File: src/rtl/lorentz_stream_tx.sv
// lorentz_stream_tx: decimating FIFO + framed byte serialiser for Lorentz x/y/z triples.
// Define LORENTZ_TX_CHK_EN to append an XOR checksum byte to every frame.
module lorentz_stream_tx #(
  parameter int DEPTH = 4,
  parameter int DECIM = 1
) (
  input  logic                     i_clk,
  input  logic                     i_rst_n,
  input  logic                     i_sample_valid,
  input  logic [63:0]              i_x_in,
  input  logic [63:0]              i_y_in,
  input  logic [63:0]              i_z_in,
  output logic [7:0]               o_tx_data,
  output logic                     o_tx_valid,
  input  logic                     i_tx_ready,
  output logic                     o_busy,
  output logic [$clog2(DEPTH):0]   o_fifo_level,
  output logic [15:0]              o_drop_count
);
  localparam int AW = $clog2(DEPTH);
  localparam int DW = (DECIM > 1) ? $clog2(DECIM) : 1;
  typedef enum logic [1:0] {S_IDLE, S_SYNC, S_DATA, S_CHK} state_t;
  state_t          r_state;
  logic [191:0]    r_shift;
  logic [4:0]      r_idx;
  logic [7:0]      r_data;
  logic            r_valid;
`ifdef LORENTZ_TX_CHK_EN
  logic [7:0]      r_acc;
`endif
  logic [191:0]    r_mem [DEPTH];
  logic [AW-1:0]   r_wptr, r_rptr;
  logic [AW:0]     r_level;
  logic [DW-1:0]   r_dcnt;
  logic [15:0]     r_drop;
  logic            w_hs, w_pop, w_cand, w_push;
  assign w_hs   = r_valid && i_tx_ready;
  assign w_pop  = (r_state == S_IDLE) && (r_level != '0);
  assign w_cand = i_sample_valid && (r_dcnt == '0);
  // a pop in the same cycle frees a slot, so a full FIFO can still accept
  assign w_push = w_cand && ((r_level != (AW+1)'(DEPTH)) || w_pop);
  assign o_tx_data    = r_data;
  assign o_tx_valid   = r_valid;
  assign o_busy       = (r_state != S_IDLE);
  assign o_fifo_level = r_level;
  assign o_drop_count = r_drop;
  always_ff @(posedge i_clk or negedge i_rst_n)
    if (!i_rst_n)
      r_dcnt <= '0;
    else if (i_sample_valid)
      r_dcnt <= (r_dcnt == DW'(DECIM - 1)) ? '0 : r_dcnt + 1'b1;
  always_ff @(posedge i_clk)
    if (w_push) r_mem[r_wptr] <= {i_x_in, i_y_in, i_z_in};
  always_ff @(posedge i_clk or negedge i_rst_n)
    if (!i_rst_n) begin
      r_wptr  <= '0;
      r_rptr  <= '0;
      r_level <= '0;
      r_drop  <= '0;
    end else begin
      if (w_push) r_wptr <= r_wptr + 1'b1;
      if (w_pop) r_rptr <= r_rptr + 1'b1;
      r_level <= r_level + (AW+1)'(w_push) - (AW+1)'(w_pop);
      if (w_cand && !w_push && r_drop != 16'hFFFF) r_drop <= r_drop + 1'b1;
    end
  always_ff @(posedge i_clk or negedge i_rst_n)
    if (!i_rst_n) begin
      r_state <= S_IDLE;
      r_shift <= '0;
      r_idx   <= '0;
      r_data  <= '0;
      r_valid <= 1'b0;
`ifdef LORENTZ_TX_CHK_EN
      r_acc   <= '0;
`endif
    end else begin
      case (r_state)
        S_IDLE: if (w_pop) begin
          r_shift <= r_mem[r_rptr];
          r_data  <= 8'hA5;
          r_valid <= 1'b1;
          r_state <= S_SYNC;
`ifdef LORENTZ_TX_CHK_EN
          r_acc   <= '0;
`endif
        end
        S_SYNC: if (w_hs) begin
          r_data  <= r_shift[191:184];
          r_idx   <= '0;
          r_state <= S_DATA;
        end
        S_DATA: if (w_hs) begin
          r_shift <= {r_shift[183:0], 8'h00};
          r_idx   <= r_idx + 1'b1;
`ifdef LORENTZ_TX_CHK_EN
          r_acc   <= r_acc ^ r_data;
`endif
          if (r_idx == 5'd23) begin
`ifdef LORENTZ_TX_CHK_EN
            r_data  <= r_acc ^ r_data;
            r_state <= S_CHK;
`else
            r_valid <= 1'b0;
            r_state <= S_IDLE;
`endif
          end else
            r_data <= r_shift[183:176];
        end
        default: if (w_hs) begin
          r_valid <= 1'b0;
          r_state <= S_IDLE;
        end
      endcase
    end
endmodule
File: config.mk
export PLATFORM = sky130hd
export DESIGN_NAME = lorentz_stream_tx
export DESIGN_NICKNAME = d
export VERILOG_FILES = /design/src/rtl/lorentz_stream_tx.sv
export SDC_FILE = /design/constraint.sdc
export NUM_CORES = 1
export LEC_CHECK = 0
export ABC_CLOCK_PERIOD_IN_PS = 6000
export BUFFER_PORTS_ARGS = -buffer_cell sky130_fd_sc_hd__buf_2
export CORE_MARGIN = 4
export CORE_UTILIZATION = 40
export DETAILED_ROUTE_END_ITERATION = 7
export GPL_TIMING_DRIVEN = 0
export SETUP_SLACK_MARGIN = 0.3
export SLEW_MARGIN = 10
export SYNTH_ARGS = -nofsm -noshare
export SYNTH_HDL_FRONTEND = slang
export SYNTH_SLANG_ARGS = --single-unit
File: constraint.sdc
create_clock -name i_clk -period 6 [get_ports i_clk]
set_input_delay 0.3 -clock i_clk [delete_from_list [all_inputs] [get_ports i_clk]]
set_output_delay 0.3 -clock i_clk [all_outputs]
set_load 0.01 [all_outputs]
==> flow_summary_export.csv, run 1 <==
group,metric,value,unit
clock_tree,clock-root-buffer,"clkbuf_16",
routing,via_count,20338,
timing,skew,0.0201,ns
synthesis,synth.most_common_cell,"edfxtp_1",
pwr,total_power,24300,uW
pwr,power.leakage,0.0166,uW
hold_path,hold_class,"primary input to flip-flop",
timing,slew_headroom,38.4,%
place,port_buffers,223,
critical_path,cp-start-kind,"flip-flop",
timing,setup_viol,0,
place,place_congestion,0.801,
global_route,gr-usage-all-layers,17.1,%
die,start_util,40.4,%
timing,worst_slew_pin_slew,0.924,ns
die,rows,113,
timing,fin_crit_sh,48.8,%
timing,layout_min_cycle_time,2.93,ns
status,status,"finished clean",
die,die_h,318,um
routing,wl_per_cell,21.7,um
critical_path,required,6.32,ns
pwr,comb_power_share,31.1,%
final_layout,multi_input_area,9030,sq um
global_route,grt_max_degree,101,
synthesis,synthesis.area,38500,sq um
clock_tree,cts_tree,"yes",
global_route,grt_remaining_overflow,0,
timing,worst_hold_slack,0.0662,ns
synthesis,yosys-mux-area-fraction,16.2,%
clock_tree,cts_sinks,999,
synthesis,synth_compound_area_share,3.04,%
timing,drv_slew,0,
synthesis,syn_nets,2259,
die,core,95200,sq um
synthesis,synth_edf_count,768,
pwr,swShare,31.7,%
synthesis,yosysTopAreaCell,"edfxtp_1",
pwr,p_int,16600,uW
routing,firstDrtPassIters,7,
routing,vias_per_cell,5.14,
critical_path,critPathCaptureType,"flip-flop",
routing,wl,86.0,mm
synthesis,synth_commonest_cells,"edfxtp_1, dfrtp_1, nor2_1",
final_layout,fin_nets,2801,
synthesis,ys_async_sr_fraction,23.1,%
synthesis,syn_inst,2049,
routing,drc_errors,0,
timing,layout_setup_ws,3.07,ns
critical_path,cp.arrival,3.25,ns
die,die_w,318,um
synthesis,yosysTopAreaCellShare,60.0,%
critical_path,worstSetupPathType,"flip-flop to flip-flop",
job,maxCapViolations,0,
timing,fmax,0.341,GHz
synthesis,synth_adder_area_share,0.475,%
pwr,p_sw,7700,uW
routing,drtIter0Drc,1299,
timing,final_hold_viol_count,0,
clock_tree,postCtsSetupRepairBufs,0,
clock_tree,clkSlewWorstSetupHoldPaths,0.06,ns
synthesis,ys_seq_elements,999,
global_route,first_global_vias,21917,
final_layout,area_growth,22.8,%
synthesis,synth.avg_cell_area,18.8,sq um
clock_tree,cts_buffers,106,
critical_path,reg2reg_slack,3.07,ns
place,dp_slack,3.01,ns
pwr,worst_ir_drop_vdd,0.301,mV
synthesis,ys_top_cells_by_area,"edfxtp_1, dfrtp_1, mux4_2",
synthesis,synth_xor_area_share,0.342,%
pwr,p_clk_share,27.3,%
final_layout,layout-drive-gt1-share,24.8,%
final_layout,ff_latch_area,28800,sq um
critical_path,crit_fanout,47,
final_layout,fillers,7818,
die,die_area,101000,sq um
clock_tree,ctsLongestPathBuffers,3,
synthesis,synth.distinct_cells,46,
die,ios,225,
clock_tree,clk_latency,0.66,ns
routing,drtAntennaViolNets,0,
pwr,powerDensity,515,nW/um^2
global_route,grt_antenna_before_repair,21,
timing,rsz0062_at_grt,"no",
global_route,grt_pass1_wl,133,mm
pwr,p_seq_share,41.6,%
synthesis,synth_simple_gate_area_share,3.37,%
place,hpwl,56.9,mm
synthesis,synth_top_family_by_area,"multiplexers",
synthesis,yosysSeqAreaShare,75.0,%
synthesis,ys_warn_count,0,
synthesis,synth-main-ff-cell,"edfxtp_1",
clock_tree,htreeDepth,3,
power by group through the flow:
stage | registers [uW] | logic [uW] | clock network (uW)
after detailed placement | 10300 | 7590 | 0
after floorplan | 10100 | 5230 | 0
after global routing | 10300 | 8330 | 7120
after global placement | 10400 | 7240 | 0
after CTS | 10100 | 7760 | 6810
final | 10100 | 7570 | 6640
cell families after synthesis:
| group | Yosys count |
|---|---|
| AND/OR/NAND/NOR | 288 |
| buffers and inverters | 132 |
| XOR/XNOR | 15 |
| AO/OA/AOI/OAI | 220 |
| multiplexers | 381 |
| adder cells (fa/ha/maj) | 14 |
| flip-flops | 999 |
critical path: stages (launching register included):
cell and delay, ns:
dfrtp_1 0.42, inv_1 0.12, ha_1 0.43, or4b_4 0.28, and3_4 0.62, buf_16 0.34, buf_16 0.29
flip-flops by register name (all words and copies together), names as in the netlist:
signal        count
o_drop_count     16
o_fifo_level      3
o_tx_data         8
o_tx_valid        1
r_idx             5
r_mem           768
r_rptr            2
r_shift         192
r_state           2
r_wptr            2
placed cells by master, fill, tap and decap left out, types with 3 or more instances in the layout:
| cell | instances |
|---|---|
| a21oi_1 | 181 |
| dfrtp_1 | 231 |
| o21ai_0 | 5 |
| buf_16 | 16 |
| ha_1 | 13 |
| clkbuf_16 | 109 |
| clkinvlp_4 | 4 |
| nand3_1 | 11 |
| xor2_1 | 11 |
| a21boi_0 | 5 |
| diode_2 | 11 |
| mux4_2 | 192 |
| clkinv_1 | 15 |
| inv_6 | 4 |
| o22ai_1 | 8 |
| clkinv_2 | 22 |
| nand2b_1 | 11 |
| buf_2 | 242 |
| nand2_1 | 34 |
| dlygate4sd3_1 | 193 |
| mux2_2 | 11 |
| clkbuf_1 | 68 |
| buf_4 | 22 |
| nor2_1 | 197 |
| and3_4 | 4 |
| nor3_1 | 7 |
| bufinv_16 | 14 |
| clkinv_4 | 6 |
| xnor2_1 | 4 |
| buf_1 | 17 |
| edfxtp_1 | 768 |
| mux2i_1 | 176 |
| nor4_1 | 3 |
| clkbuf_8 | 7 |
| a22o_1 | 3 |
| inv_1 | 22 |
| nand4_1 | 5 |
| a31oi_1 | 11 |
path summary, 6_finish.rpt:
kind                              start           end  cells after the start
setup / recovery             r_state[0]  r_mem[3][32]                      6
hold / removal               i_tx_ready      r_idx[1]                      3
setup reg to reg             r_state[0]  r_mem[3][32]                      6
hold reg to reg            o_tx_data[1]  o_tx_data[1]                      1
max in group asynchronous       i_rst_n   r_shift[39]                      4
min in group asynchronous       i_rst_n  r_shift[113]                      2
per-layer routing:
| metal | wire length, um | up-vias | global-route usage (%) |
|---|---|---|---|
| li1 | - | 9172 | - |
| met1 | 35700 | 10517 | 22.1 |
| met2 | 43500 | 481 | 29.0 |
| met3 | 4640 | 150 | 4.02 |
| met4 | 2120 | 18 | 4.91 |
| met5 | 111 | - | 0 |
stage by stage:
step / util [%] / instances / setup TNS, ns / area [sq um]
6_report: 49.6 / 3957 / 0 / 47200
4_1_cts: 49.6 / 3946 / 0 / 47200
3_3_place_gp: 43.3 / 3537 / -105.11 / 41200
5_1_grt: 49.6 / 3951 / 0 / 47200
2_1_floorplan: - / 2049 / 0 / 38500
3_5_place_dp: 43.8 / 3555 / 0 / 41700
final cells by class:
| class | count | share of cell area [%] |
|---|---|---|
| antenna | 11 | 0.0583 |
| tap | 1265 | 3.35 |
| timing repair buffer | 434 | 7.49 |
| inverter | 22 | 0.175 |
| sequential | 999 | 61.1 |
| clock inverter | 65 | 1.49 |
| multi-input combinational | 918 | 19.1 |
| clock buffer | 133 | 6.12 |
| buffer | 110 | 1.10 |
repair_timing:
| action | CTS | global route |
|---|---|---|
| hold buffers | 193 | 0 |
| resized for setup | 0 | 0 |
| endpoints found under the hold margin | 839 | 0 |
Note: power is estimated with default switching activity, not from simulation.
==> run 2: changes to the inputs <==
--- a/config.mk
+++ b/config.mk
@@ -5,7 +5,7 @@
 export SDC_FILE = /design/constraint.sdc
 export NUM_CORES = 1
 export LEC_CHECK = 0
-export ABC_CLOCK_PERIOD_IN_PS = 6000
+export ABC_CLOCK_PERIOD_IN_PS = 2750
 export BUFFER_PORTS_ARGS = -buffer_cell sky130_fd_sc_hd__buf_2
 export CORE_MARGIN = 4
 export CORE_UTILIZATION = 40
==> constraint.sdc (replaced) <==
create_clock -name i_clk -period 2.75 [get_ports i_clk]
set_input_delay 0.1375 -clock i_clk [delete_from_list [all_inputs] [get_ports i_clk]]
set_output_delay 0.1375 -clock i_clk [all_outputs]
set_load 0.01 [all_outputs]
==> run 2 against run 1 <==
  * Clock skew grew 0.00062 ns
  * Register-to-register slack worse by 2.7 ns
  * Flip-flop and latch count is the same
  * Critical path depth did not move
  * Maximum frequency increased by 23%
  * First-iteration DRC count is 20% higher
  * Via count about the same
  * Sequential power grew 120%
  * Global-route usage decreased by 0.10 points
  * Die area did not move
  * Highest routed layer unchanged
==> flow_summary_export.csv, run 2 (synthesis results as in run 1) <==
group,metric,value,unit
status,status,"finished clean",
critical_path,worstSetupPathType,"flip-flop to flip-flop",
clock_tree,clock-root-buffer,"clkbuf_16",
timing,rsz0062_at_grt,"yes",
die,die_w,318,um
global_route,grt_remaining_overflow,0,
timing,layout_min_cycle_time,2.38,ns
global_route,grt_antenna_before_repair,19,
critical_path,required,3.12,ns
timing,fmax,0.420,GHz
final_layout,final_common_cell,"edfxtp_1",
timing,drv_slew,0,
pwr,power.leakage,0.0167,uW
clock_tree,clkSlewWorstSetupHoldPaths,0.06,ns
die,die_area,101000,sq um
global_route,gr-usage-all-layers,17.0,%
job,maxCapViolations,0,
critical_path,cp-start-kind,"flip-flop",
routing,wl,85.8,mm
routing,wl_per_cell,21.6,um
timing,worst_hold_slack,0.227,ns
place,port_buffers,223,
routing,firstDrtPassIters,5,
timing,setup_viol,0,
place,hpwl,55.8,mm
place,place_congestion,0.798,
critical_path,critPathCaptureType,"flip-flop",
timing,fin_crit_sh,86.5,%
final_layout,largest_reg_flops,768,
pwr,total_power,53200,uW
clock_tree,cts_buffers,104,
clock_tree,htreeDepth,3,
die,ios,225,
hold_path,hold_class,"primary input to flip-flop",
critical_path,crit_fanout,45,
timing,slew_headroom,43.1,%
final_layout,top_register,"r_mem",
global_route,first_global_vias,21824,
final_layout,final_cell_mix,"edfxtp_1, buf_2, dfrtp_1, dlygate4sd3_1, nor2_1",
clock_tree,clk_latency,0.66,ns
routing,vias_per_cell,5.12,
routing,drtAntennaViolNets,0,
final_layout,area_growth,23.2,%
routing,via_count,20329,
final_layout,fillers,7774,
clock_tree,cts_sinks,999,
global_route,grt_max_degree,88,
die,start_util,40.4,%
final_layout,fin_nets,2812,
clock_tree,cts_tree,"yes",
die,die_h,318,um
global_route,grt_pass1_wl,132,mm
die,core,95200,sq um
timing,final_hold_viol_count,0,
routing,drtIter0Drc,1553,
clock_tree,ctsLongestPathBuffers,3,
timing,skew,0.0207,ns
die,rows,113,
routing,drc_errors,0,
timing,worst_slew_pin_slew,0.853,ns
pwr,powerDensity,1120,nW/um^2
critical_path,cp.arrival,2.75,ns
pwr,worst_ir_drop_vdd,0.570,mV
final_layout,layout-drive-gt1-share,25.8,%
==> run 2: final timing paths <==
kind                               from            to  slack [ns]  depth (start not counted)
setup / recovery             r_state[0]  r_mem[0][37]        0.37                          6
hold / removal                i_y_in[3]  r_mem[3][67]        0.23                          2
setup reg to reg             r_state[0]  r_mem[0][37]        0.37                          6
hold reg to reg            o_tx_data[1]  o_tx_data[1]        0.50                          1
max in group asynchronous       i_rst_n  r_shift[130]        0.93                          4
min in group asynchronous       i_rst_n  r_shift[129]        0.51                          3
==> run 2: layout make-up <==
type / count / area (sq um) / area share, %
clock inverters: 58 / 637 / 1.34
well taps: 1265 / 1580 / 3.34
flip-flops and latches: 999 / 28800 / 60.9
plain buffers: 110 / 544 / 1.15
diodes: 12 / 30.0 / 0.0634
clock buffers: 138 / 2930 / 6.17
inverters: 22 / 82.6 / 0.174
repair buffers: 447 / 3660 / 7.72
multi-input cells: 918 / 9090 / 19.2
==> run 2: worst max-delay path: stages, from the launching register on <==
cell and delay, ns:
dfrtp_1 0.37, inv_2 0.07, ha_4 0.19, or4b_4 0.57, and3_4 0.33, buf_16 0.26
buf_16 0.25
==> run 2: per-stage QoR <==
stage	util, %	setup TNS [ns]	instance area (sq um)	cells	worst slack, ns
6_report	49.8	0	47400	3969	0.370
5_1_grt	49.8	0	47400	3961	0.264
4_1_cts	49.7	0	47300	3953	0.302
3_5_place_dp	43.8	-0.00792	41700	3555	-0.00792
3_3_place_gp	43.3	-1567.03	41200	3537	-2.66
2_1_floorplan	-	0	38500	2049	0.0499
==> run 2: what timing repair did <==
item                                    CTS  global route
hold buffers                            197             0
buffers inserted                          5             4
endpoints found under the setup margin  374           128
gates resized for setup                   4            31
hold endpoints to repair                918             0
gates cloned                              0             0
pin swaps                                 1             3
==> run 2: routing by layer <==
layer	vias to the layer above	track usage (%)	share of wire [%]
met3	154	3.66	5.2
li1	9180	-	-
met4	12	4.71	2.5
met1	10499	22.3	42
met2	484	28.8	50
met5	-	0	0.080
==> run 2: power by group <==
group | switching [uW] | internal, uW | total [uW] | leakage [uW]
registers | 1580 | 20500 | 22100 | 0.00966
logic | 9540 | 7220 | 16800 | 0.00531
clock network | 5690 | 8680 | 14400 | 0.00174
==> run 3: changes to the inputs <==
--- a/config.mk
+++ b/config.mk
@@ -5,6 +5,7 @@
 export SDC_FILE = /design/constraint.sdc
 export NUM_CORES = 1
 export LEC_CHECK = 0
+export ABC_AREA = 1
 export ABC_CLOCK_PERIOD_IN_PS = 2750
 export BUFFER_PORTS_ARGS = -buffer_cell sky130_fd_sc_hd__buf_2
 export CORE_MARGIN = 4
==> run 3 against run 2 <==
  * Combinational power shrank 74%
  * Final area up 5.0%
  * Sequential share of layout area decreased by 2.9 points
  * Clock-buffer cell count is 5 higher
  * Global-route usage grew 4.7 points
  * Register-to-register slack got worse by 0.04 ns
  * Maximum frequency is 1.5% lower
  * Non-clock buffer count grew 124
  * Flip-flop and latch count unchanged
  * Setup slack worse by 0.037 ns
  * Power decreased by 29%
  * Critical endpoint is now r_shift[11]
  * Largest cell class unchanged
==> flow_summary_export.csv, run 3 <==
group,metric,value,unit
global_route,grt_antenna_before_repair,20,
critical_path,cp-start-kind,"flip-flop",
timing,skew,0.0338,ns
final_layout,fin_nets,4456,
clock_tree,cts_buffers,103,
critical_path,critPathCaptureType,"flip-flop",
routing,firstDrtPassIters,5,
pwr,power.leakage,0.0205,uW
final_layout,top_register,"r_mem",
timing,drv_slew,0,
timing,layout_setup_ws,0.333,ns
pwr,total_power,37600,uW
die,die_h,326,um
timing,rsz0062_at_grt,"yes",
final_layout,multi_input_area,10200,sq um
die,ios,225,
final_layout,final_cell_mix,"nand2_1, edfxtp_1, nand3_1, buf_2, nor2_1",
pwr,powerDensity,755,nW/um^2
synthesis,synth.most_common_cell,"nand2_1",
timing,worst_slew_pin_slew,0.768,ns
timing,fmax,0.414,GHz
status,status,"finished clean",
timing,setup_viol,0,
timing,final_hold_viol_count,0,
hold_path,hold_class,"primary input to asynchronous set/reset pin",
timing,fin_tns_setup,0,ns
synthesis,yosysTopAreaCellShare,57.0,%
clock_tree,clk_latency,0.68,ns
synthesis,syn_inst,3675,
timing,fin_crit_sh,87.9,%
critical_path,worstSetupPathType,"flip-flop to flip-flop",
routing,drc_errors,0,
final_layout,final_common_cell,"nand2_1",
synthesis,ys_seq_elements,999,
die,core,100000,sq um
global_route,gr-usage-all-layers,21.6,%
final_layout,area_growth,23.0,%
synthesis,ys_async_sr_fraction,23.1,%
place,placed_cells,5293,
die,start_util,40.3,%
final_layout,layout-drive-gt1-share,13.8,%
final_layout,largest_reg_flops,768,
synthesis,yosysSeqAreaShare,71.3,%
synthesis,synth_commonest_cells,"nand2_1, edfxtp_1, nand3_1",
clock_tree,ctsLongestPathBuffers,3,
synthesis,synth_edf_count,768,
routing,wl_per_cell,20.6,um
global_route,grt_max_degree,82,
synthesis,synth.distinct_cells,30,
critical_path,crit_fanout,10,
clock_tree,htreeDepth,3,
routing,vias_per_cell,5.01,
die,rows,116,
final_layout,ff_latch_area,28800,sq um
place,place_congestion,0.817,
timing,layout_min_cycle_time,2.42,ns
global_route,grt_remaining_overflow,0,
clock_tree,cts_tree,"yes",
global_route,first_global_vias,27880,
critical_path,required,3.30,ns
place,dp_slack,-0.316,ns
job,maxCapViolations,0,
final_layout,fin_area,49800,sq um
place,hpwl,80.4,mm
synthesis,ys_warn_count,0,
critical_path,cp.arrival,2.97,ns
synthesis,synth.avg_cell_area,11.0,sq um
routing,via_count,28596,
clock_tree,clkSlewWorstSetupHoldPaths,0.06,ns
place,dpl_cell_area,44200,sq um
global_route,grt_pass1_wl,174,mm
synthesis,syn_nets,3885,
clock_tree,clock-root-buffer,"clkbuf_16",
routing,drtIter0Drc,2485,
final_layout,finalNonFillerCells,5709,
die,die_area,106000,sq um
synthesis,yosysTopAreaCell,"edfxtp_1",
die,die_w,326,um
routing,wl,117,mm
synthesis,synthesis.area,40500,sq um
pwr,worst_ir_drop_vdd,0.559,mV
final_layout,fillers,8952,
timing,slew_headroom,48.8,%
synthesis,ys_top_cells_by_area,"edfxtp_1, dfrtp_1, nand2_1",
routing,drtAntennaViolNets,0,
synthesis,synth-main-ff-cell,"edfxtp_1",
place,port_buffers,224,
clock_tree,cts_sinks,999,
==> run 3: cell count changes after synthesis, sizes merged, moves of 110 or more <==
cell   before   now
nand2      34  1321
nand3      11   372
o21ai       6   205
mux4      192     0
mux2i     176     0
a21oi     182    52
nor2      197   307
==> run 3: cells by family after synthesis <==
logic type      after synthesis  synth area share [%]
compound gates              330                  4.55
xor+xnor                     11                 0.238
fa+ha+maj                    14                 0.451
buf+inv                     312                  3.59
flops                       999                  71.3
simple gates               2009                  19.9
==> run 3: per-stage QoR <==
step,hold WS (ns),utilization (%)
global placement,0.353,43.2
CTS,0.0318,49.5
global route,0.0855,49.6
detailed placement,0.173,44.1
floorplan,-0.158,-
finish,0.0335,49.6
==> run 3: path summary, 6_finish.rpt <==
path / startpoint / end / slack, ns / depth (start not counted)
worst max-delay path: r_state[0] / r_shift[11] / 0.33 / 8
worst min-delay path: i_rst_n / r_shift[133] / 0.03 / 2
worst max register to register: r_state[0] / r_shift[11] / 0.33 / 8
worst min register to register: r_shift[21] / r_shift[21] / 0.48 / 2
max in group asynchronous: i_rst_n / o_drop_count[3] / 1.84 / 3
min in group i_clk: i_tx_ready / r_idx[1] / 0.05 / 5
==> run 3: timing repair <==
action / 4_1_cts / 5_1_grt
endpoints found under the setup margin: 336 / 111
pin swaps: 3 / 4
hold buffers: 194 / 0
cloned: 0 / 2
buffers inserted: 6 / 3
hold endpoints to repair: 945 / 0
gates resized for setup: 8 / 21
==> run 3: layout make-up <==
type / count / area share (%)
sequential: 999 / 58.0
clock inverter: 51 / 1.13
tap: 1357 / 3.41
clock buffer: 143 / 5.69
inverter: 97 / 0.742
multi-input combinational: 2364 / 20.6
timing repair buffer: 466 / 8.15
buffer: 215 / 2.25
antenna: 17 / 0.0855
==> run 3: report_power, final <==
group	internal (uW)	total [uW]	switching, uW
clock network	8010	13900	5930
registers	18800	19300	497
logic	1550	4340	2800
==> run 3: critical path, stage by stage (launching register included) <==
cell and delay [ns]:
dfrtp_1 0.41, inv_2 0.11, ha_1 0.25, buf_2 0.37, clkbuf_4 0.38, buf_2 0.34, a21oi_1 0.11, nand2_1 0.25
nand2_1 0.08
==> run 3: routing by layer <==
metal | global-route usage, % | up-vias | wire, um
met5 | 0 | - | 50
li1 | - | 13629 | -
met3 | 4.14 | 188 | 8080
met2 | 36.5 | 951 | 57000
met1 | 28.6 | 13820 | 49000
met4 | 6.34 | 8 | 3350
